## config.mk

```make
export PLATFORM = sky130hd
export DESIGN_NAME = clk_div_bank_flat
export DESIGN_NICKNAME = d
export VERILOG_FILES = /design/src/rtl/clk_div_bank_if.sv /design/src/rtl/clk_div_bank.sv /design/src/flat_wrapper.sv
export SDC_FILE = /design/constraint.sdc
export NUM_CORES = 1
export LEC_CHECK = 0
export BUFFER_PORTS_ARGS = -buffer_cell sky130_fd_sc_hd__buf_2
export CAP_MARGIN = 10
export CORE_MARGIN = 2
export CORE_UTILIZATION = 60
export CTS_CLUSTER_DIAMETER = 60
export DETAILED_ROUTE_END_ITERATION = 6
export PLACE_DENSITY = 0.83
export SYNTH_ARGS = -nofsm -noshare
export SYNTH_HDL_FRONTEND = slang
export SYNTH_SLANG_ARGS = --single-unit
```

## constraint.sdc

```tcl
create_clock -name clk -period 11 [get_ports clk]
set_input_delay 1.65 -clock clk [delete_from_list [all_inputs] [get_ports clk]]
set_output_delay 1.65 -clock clk [all_outputs]
set_load 0.02 [all_outputs]
```

## src/rtl/clk_div_bank_if.sv

```systemverilog
// clk_div_bank_if: control, config handshake and divided outputs of the divider bank
interface clk_div_bank_if #(
  parameter int CH   = 4,
  parameter int SELW = 2,
  parameter int CW   = 25
);
  logic [CH-1:0]   en;
  logic [CH-1:0]   mode;
  logic            sync;
  logic            cfg_valid;
  logic [SELW-1:0] cfg_ch;
  logic [CW-1:0]   cfg_div;
  logic            cfg_ready;
  logic [CH-1:0]   clk_out;
  logic [CH-1:0]   tick;
  modport master (
    output en, mode, sync, cfg_valid, cfg_ch, cfg_div,
    input  cfg_ready, clk_out, tick
  );
  modport slave (
    input  en, mode, sync, cfg_valid, cfg_ch, cfg_div,
    output cfg_ready, clk_out, tick
  );
endinterface

```

## src/rtl/clk_div_bank.sv

```systemverilog
// clk_div_bank: CH independent programmable toggle/tick dividers with wrap-aligned divisor updates
module clk_div_bank #(
  parameter int CH      = 4,
  parameter int SELW    = 2,
  parameter int CW      = 25,
  parameter int DEF_DIV = 50
) (
  input logic          clk,
  input logic          reset,
  clk_div_bank_if.slave bus
);
  localparam int N = 1 << SELW;
  logic [CH-1:0][CW-1:0] cnt_q, cnt_d, div_q, div_d, shadow_q, shadow_d;
  logic [CH-1:0]         pend_q, pend_d, clk_q, clk_d, tick_q, tick_d, acc, wrap;
  logic [N-1:0]          pend_ext;
  assign pend_ext      = N'(pend_q);
  assign bus.cfg_ready = ~pend_ext[bus.cfg_ch];
  assign bus.clk_out   = clk_q;
  assign bus.tick      = tick_q;
  for (genvar g = 0; g < CH; g++) begin : g_ch
    assign acc[g]  = bus.cfg_valid && bus.cfg_ready && bus.cfg_ch == SELW'(g);
    assign wrap[g] = bus.en[g] && cnt_q[g] == div_q[g];
  end
  // per-channel next state: sync restarts everything, otherwise count/wrap, apply pending, then accept
  always_comb begin
    cnt_d    = cnt_q;
    div_d    = div_q;
    shadow_d = shadow_q;
    pend_d   = pend_q;
    clk_d    = '0;
    tick_d   = '0;
    for (int i = 0; i < CH; i++) begin
      if (bus.sync) begin
        cnt_d[i]    = '0;
        div_d[i]    = acc[i] ? bus.cfg_div : pend_q[i] ? shadow_q[i] : div_q[i];
        shadow_d[i] = acc[i] ? bus.cfg_div : shadow_q[i];
        pend_d[i]   = 1'b0;
      end else begin
        tick_d[i] = wrap[i];
        clk_d[i]  = ~bus.mode[i] & (wrap[i] ^ clk_q[i]);
        cnt_d[i]  = wrap[i] ? '0 : bus.en[i] ? cnt_q[i] + CW'(1) : pend_q[i] ? '0 : cnt_q[i];
        if ((wrap[i] || !bus.en[i]) && pend_q[i]) begin
          div_d[i]  = shadow_q[i];
          pend_d[i] = 1'b0;
        end
        if (acc[i]) begin
          shadow_d[i] = bus.cfg_div;
          pend_d[i]   = 1'b1;
        end
      end
    end
  end
  // channel state registers, cleared asynchronously to the default divisor
  always_ff @(posedge clk or posedge reset)
    if (reset) begin
      cnt_q    <= '0;
      div_q    <= {CH{CW'(DEF_DIV)}};
      shadow_q <= '0;
      pend_q   <= '0;
      clk_q    <= '0;
      tick_q   <= '0;
    end else begin
      cnt_q    <= cnt_d;
      div_q    <= div_d;
      shadow_q <= shadow_d;
      pend_q   <= pend_d;
      clk_q    <= clk_d;
      tick_q   <= tick_d;
    end
endmodule

```

## src/flat_wrapper.sv

```systemverilog
// flat-port wrapper written by rule: the top's interface ports become plain ports
module clk_div_bank_flat 
#(
  parameter int CH      = 4,
  parameter int SELW    = 2,
  parameter int CW      = 25,
  parameter int DEF_DIV = 50
)
  (clk, reset, bus_en, bus_mode, bus_sync, bus_cfg_valid, bus_cfg_ch, bus_cfg_div, bus_cfg_ready, bus_clk_out, bus_tick);
  clk_div_bank_if #(.CH(CH), .SELW(SELW), .CW(CW)) bus_i ();
  input logic clk;
  input logic reset;
  input wire logic [$bits(bus_i.en)-1:0] bus_en;
  input wire logic [$bits(bus_i.mode)-1:0] bus_mode;
  input wire logic [$bits(bus_i.sync)-1:0] bus_sync;
  input wire logic [$bits(bus_i.cfg_valid)-1:0] bus_cfg_valid;
  input wire logic [$bits(bus_i.cfg_ch)-1:0] bus_cfg_ch;
  input wire logic [$bits(bus_i.cfg_div)-1:0] bus_cfg_div;
  output wire logic [$bits(bus_i.cfg_ready)-1:0] bus_cfg_ready;
  output wire logic [$bits(bus_i.clk_out)-1:0] bus_clk_out;
  output wire logic [$bits(bus_i.tick)-1:0] bus_tick;
  assign bus_i.en = bus_en;
  assign bus_i.mode = bus_mode;
  assign bus_i.sync = bus_sync;
  assign bus_i.cfg_valid = bus_cfg_valid;
  assign bus_i.cfg_ch = bus_cfg_ch;
  assign bus_i.cfg_div = bus_cfg_div;
  assign bus_cfg_ready = bus_i.cfg_ready;
  assign bus_clk_out = bus_i.clk_out;
  assign bus_tick = bus_i.tick;
  clk_div_bank #(.CH(CH), .SELW(SELW), .CW(CW), .DEF_DIV(DEF_DIV)) u_core (.clk(clk), .reset(reset), .bus(bus_i));
endmodule
```

==> results of run 1 <==
[registers in the layout, indices dropped and copies added, names as in the netlist]
name / cells
u_core.cnt_q: 100
u_core.div_q: 100
u_core.shadow_q: 100
u_core.bus.clk_out: 4
u_core.bus.tick: 4
u_core.pend_ext: 4
[layout make-up]
cell class | instances | share of cell area (%)
diodes | 1 | 0.0148
clock buffers | 51 | 6.26
clock inverters | 11 | 0.807
inverters | 17 | 0.422
multi-input cells | 1006 | 41.5
flip-flops and latches | 312 | 46.3
well taps | 330 | 2.44
repair buffers | 64 | 2.24
[logic make-up after synthesis]
family,synth area share [%]
and+or+nand+nor,15.9
muxes,12.9
buffers and inverters,2.80
DFF,51.4
adders and majority gates,0.329
xor gates and xnor gates,9.66
AOI/OAI and AO/OA,7.07
[synth_stat cells, drive strengths merged (4+ instances only)]
library cell  instances
nor2                140
nand4                34
nand3b               22
dfstp                12
a21o                  5
clkbuf               49
and4                  7
a31oi                13
nand2b               10
a21oi                93
nand3                40
buf                  31
nor3                 53
xnor2                95
a22o                  8
nand2               105
mux2i                78
ha                    4
dfrtp               300
xor2                 73
mux2                103
inv                  16
nor4                 19
o21ai                16
or3                   7
o211ai               24
and3                 21
[per-stage QoR]
stage               cells  total power (uW)
detailed placement   1728              1970
CTS                  1790              3170
finish               1792              3170
global placement     1728              1930
floorplan            1415              1820
global route         1792              3290
[metal layers]
layer	share of wire (%)	up-vias
li1	-	4994
met1	42	5626
met2	49	371
met3	6.0	89
met4	3.3	0
met5	0	-
[power breakdown]
group          internal (uW)  total (uW)  switching (uW)
sequential              1350        1510             153
combinational            233         457             224
clock                    738        1200             466
total                   2320        3170             844
[worst paths after layout]
check                                    start                  end  cells after the start
hold / removal             u_core.shadow_q[66]  u_core.shadow_q[66]                      1
max in group asynchronous                reset     u_core.div_q[15]                      3
hold reg to reg            u_core.shadow_q[66]  u_core.shadow_q[66]                      1
setup / recovery            u_core.pend_ext[0]        bus_cfg_ready                      3
setup reg to reg              u_core.cnt_q[64]     u_core.div_q[56]                      6
min in group asynchronous                reset  u_core.shadow_q[83]                      2
==> out/qor.csv, run 1 <==
metric;value;unit
setup_viol;0;
synth_seq_area_share;51.4;%
path_class;flip-flop to output pin;
cap_violations;0;
finalSetupTns;0;ns
clock_skew;0.0149;ns
design_area;0.0169;mm2
drive_above_1_share;17.7;%
cp.required;9.35;ns
cts.path.max_buffers;3;
std_cell_rows;58;
r2r_slack;8.02;ns
crit_chain;clkinv_1 > mux4_2 > buf_2;
gp_congestion;0.866;
utilization;67.5;%
worst_path_largest_cell_delay;0.74;ns
cts_tree;yes;
avgSynthCellArea;10.8;um2
numPortBuffers;47;
synth_cell_types;62;
drcViolationCount;0;
wirelength;36600;um
viasPerCell;6.18;
ir_drop;0.000192;V
netlist.top_cell.by_area;dfrtp_1;
die_area;0.0267;mm2
critPathSlowestCell;mux4_2;
use_met1;39.4;%
dp_slack;6.61;ns
leakage;0.00713;uW
hold_buffers;0;
cts_setup_buffers;0;
final_common_cell;dfrtp_1;
ys.flop_type;dfrtp_1;
fmax;0.236;GHz
synth-edff-count;0;
num_vias;11100;
postRouteAntennaNets;0;
crit_family;buffers and inverters;
place_area;0.0157;mm2
clkSinkCount;312;
grt_usage;28.3;%
synth_top_area_share;49.3;%
cts_root_buf;clkbuf_16;
finalHoldViolCount;0;
clk_latency;0.51;ns
busiest_layer;met2;
die_x;163;um
crit_buf_inv;2;
grt_max_degree;206;
grt_pass1_vias;11000;
finalCriticalPeriod;4.23;ns
seqCellArea;0.00782;mm2
use_met2;45.6;%
routedWlPerCell;20.4;um
relSlewSlack;25.0;%
drtIter0Drc;952;
cts_resized;0;
start_util;60.8;%
netlist_area;0.0152;mm2
ys_ff_latch;312;
cp_max_fo;26;
syn_to_final_growth;11.0;%
synth_fp_nets;1458;
synthTopCellsByArea;dfrtp_1, mux2_2, xnor2_1, mux2i_1, xor2_1;
grt.overflow.total;0;
cp-start-kind;flip-flop;
synthArstFlopShare;100;%
coreArea;0.0250;mm2
yosys_warnings;0;
dpl.hpwl;23200;um
grt_antenna_before_repair;2;
fillers;1821;
cts_buffers;34;
endpoint_kind;output pin;
status;finished, final reports clean;
gr-usage-met3;4.19;%
synth_cells;1415;
power_density;187;mW/mm2
die_height;163;um
clk_pin_slew;0.06;ns
timing.hold.ws;0.505;ns
min_path_type;flip-flop to flip-flop;
nets;1478;
grt_setup_unrepaired;no;
cp.arrival;2.58;ns
fin_crit_sh;38.4;%
layout_setup_ws;6.77;ns
ios;48;
slew_violations;0;
first_pass_iters;5;
worst_pin_slew;1.12;ns
htree_levels;2;
multiInputGateArea;0.00702;mm2
final_cell_mix;dfrtp_1, nor2_1, nand2_1;
grt_pass1_wl;59200;um
Power figures use the tool's default switching activity.
==> inputs of run 2 (changes only) <==
- clock period: 11 -> 4 ns (I/O delays scaled with it)
==> out/qor.csv, run 2 (same netlist as run 1, synthesis figures left out) <==
metric;value;unit;change
syn_to_final_growth;10.0;%;was 11.0%
finalCriticalPeriod;3.10;ns;
worst_pin_slew;1.07;ns;was 1.12 ns
sw_frac_of_total;27.1;%;was 26.6%
crit_start;u_core.pend_ext[3];;was u_core.pend_ext[0]
antennaDiodeCount;0;;was 1
min_path_type;input pin to flip-flop;;was flip-flop to flip-flop
dp.cells;1732;;was 1728
htree_levels;1;;was 2
seqPwrFrac;49.8;%;was 47.5%
wirelength;36300;um;was 36600 um
leakage;0.00706;uW;was 0.00713 uW
grt_antenna_before_repair;0;;was 2
grt_pass1_wl;58600;um;was 59200 um
cts_resized;0;;unchanged
cts_setup_buffers;0;;unchanged
rr_startpoint;u_core.cnt_q[61];;was u_core.cnt_q[64]
clk_latency;0.57;ns;was 0.51 ns
grt_pass1_vias;11000;;about the same
cp-start-kind;flip-flop;;unchanged
power_switching;2250;uW;was 844 uW
p_comb_share;15.0;%;was 14.4%
hold_buffers;0;;unchanged
power_density;496;mW/mm2;was 187 mW/mm2
num_vias;10900;;was 11.1k
reg2reg_to;u_core.div_q[68];;was u_core.div_q[56]
r2r_slack;1.21;ns;was 8.02 ns
drtIter0Drc;989;;was 952
cts_tree;yes;;unchanged
cp_max_fo;28;;was 26
p_total;8320;uW;was 3170 uW
start_util;60.8;%;unchanged
routedWlPerCell;20.3;um;was 20.4 um
ios;48;;unchanged
grt_usage;28.0;%;was 28.3%
cts.path.max_buffers;3;;unchanged
postRouteAntennaNets;0;;unchanged
die_x;163;um;unchanged
clk_pin_slew;0.06;ns;about the same
fmax;0.323;GHz;
design_area;0.0168;mm2;was 0.0169 mm2
cts_root_buf;clkbuf_16;;unchanged
relSlewSlack;28.2;%;was 25.0%
grt_max_degree;158;;was 206
grt_setup_unrepaired;no;;unchanged
cp.required;3.40;ns;was 9.35 ns
endpoint_kind;output pin;;unchanged
drive_above_1_share;17.4;%;was 17.7%
finalHoldViolCount;0;;unchanged
numPortBuffers;47;;unchanged
nets;1478;;unchanged
status;finished, final reports clean;;unchanged
clock_skew;0.0119;ns;was 0.0149 ns
slew_violations;0;;unchanged
top_regs;u_core.cnt_q: 100 flops, u_core.div_q: 100 flops, u_core.shadow_q: 100 flops;;unchanged
viasPerCell;6.11;;was 6.18
cp.arrival;2.50;ns;was 2.58 ns
final_cell_mix;dfrtp_1, nor2_1, nand2_1;;unchanged
path_class;flip-flop to output pin;;unchanged
dpl.hpwl;23500;um;was 23200 um
grt.overflow.total;0;;unchanged
critPathCapture;bus_cfg_ready;;unchanged
rr_worst_depth;6;;unchanged
die_height;163;um;unchanged
utilization;66.9;%;was 67.5%
place_area;0.0157;mm2;about the same
setup_viol;0;;unchanged
die_area;0.0267;mm2;unchanged
coreArea;0.0250;mm2;unchanged
first_pass_iters;5;;unchanged
internal-power;6070;uW;was 2320 uW
ir_drop;0.000494;V;was 0.000192 V
gp_congestion;0.891;;was 0.866
clkSinkCount;312;;unchanged
final_common_cell;dfrtp_1;;unchanged
std_cell_rows;58;;unchanged
drcViolationCount;0;;unchanged
cts_buffers;31;;was 34
timing.hold.ws;0.189;ns;was 0.505 ns
clkPwrFrac;35.2;%;was 38.0%
instances_no_fill;1790;;was 1792
cap_violations;0;;unchanged
fin_crit_sh;77.4;%;
run 2: per-stage QoR:
stage | TNS [ns] | worst slack (ns)
global placement | 0 | 1.25
finish | 0 | 0.904
detailed placement | 0 | 1.18
floorplan | -223.53 | -0.745
global route | 0 | 0.804
CTS | 0 | 0.934
run 2: metal layers:
metal	routed length (um)	share of wire, %	up-vias	global-route usage [%]
met4	1380	3.8	0	10.4
met5	0	0	-	0
li1	-	-	4990	-
met2	17300	48	388	44.8
met1	15200	42	5471	38.4
met3	2390	6.6	81	4.93
run 2: power by group through the flow:
stage | registers (uW) | clock network [uW] | logic [uW]
CTS | 4130 | 2950 | 1250
detailed placement | 4180 | 0 | 1230
global placement | 4160 | 0 | 1170
floorplan | 4030 | 0 | 983
finish | 4140 | 2930 | 1250
global route | 4190 | 3080 | 1390
run 2: final cells by class:
type | count | area [um2]
clock inverters | 9 | 98.8
inverters | 17 | 67.6
flip-flops and latches | 312 | 7820
repair buffers | 67 | 410
clock buffers | 49 | 923
well taps | 330 | 413
fillers | 1841 | 8280
multi-input cells | 1006 | 7020
run 2: worst min-delay path by stage:
stage	start	endpoint	slack, ns	depth (start not counted)
5_1_grt	bus_mode[3]	u_core.bus.clk_out[3]	0.17	2
2_1_floorplan	u_core.cnt_q[49]	u_core.cnt_q[49]	0.47	1
3_3_place_gp	u_core.shadow_q[87]	u_core.shadow_q[87]	0.49	1
3_5_place_dp	u_core.shadow_q[79]	u_core.shadow_q[79]	0.49	1
6_report	bus_mode[3]	u_core.bus.clk_out[3]	0.19	2
4_1_cts	bus_mode[3]	u_core.bus.clk_out[3]	0.16	2
run 2: worst max-delay path, stage by stage, from the launching register on:
cell and delay, ns:
dfrtp_1 0.99, inv_1 0.19, mux4_2 0.56, buf_2 0.18
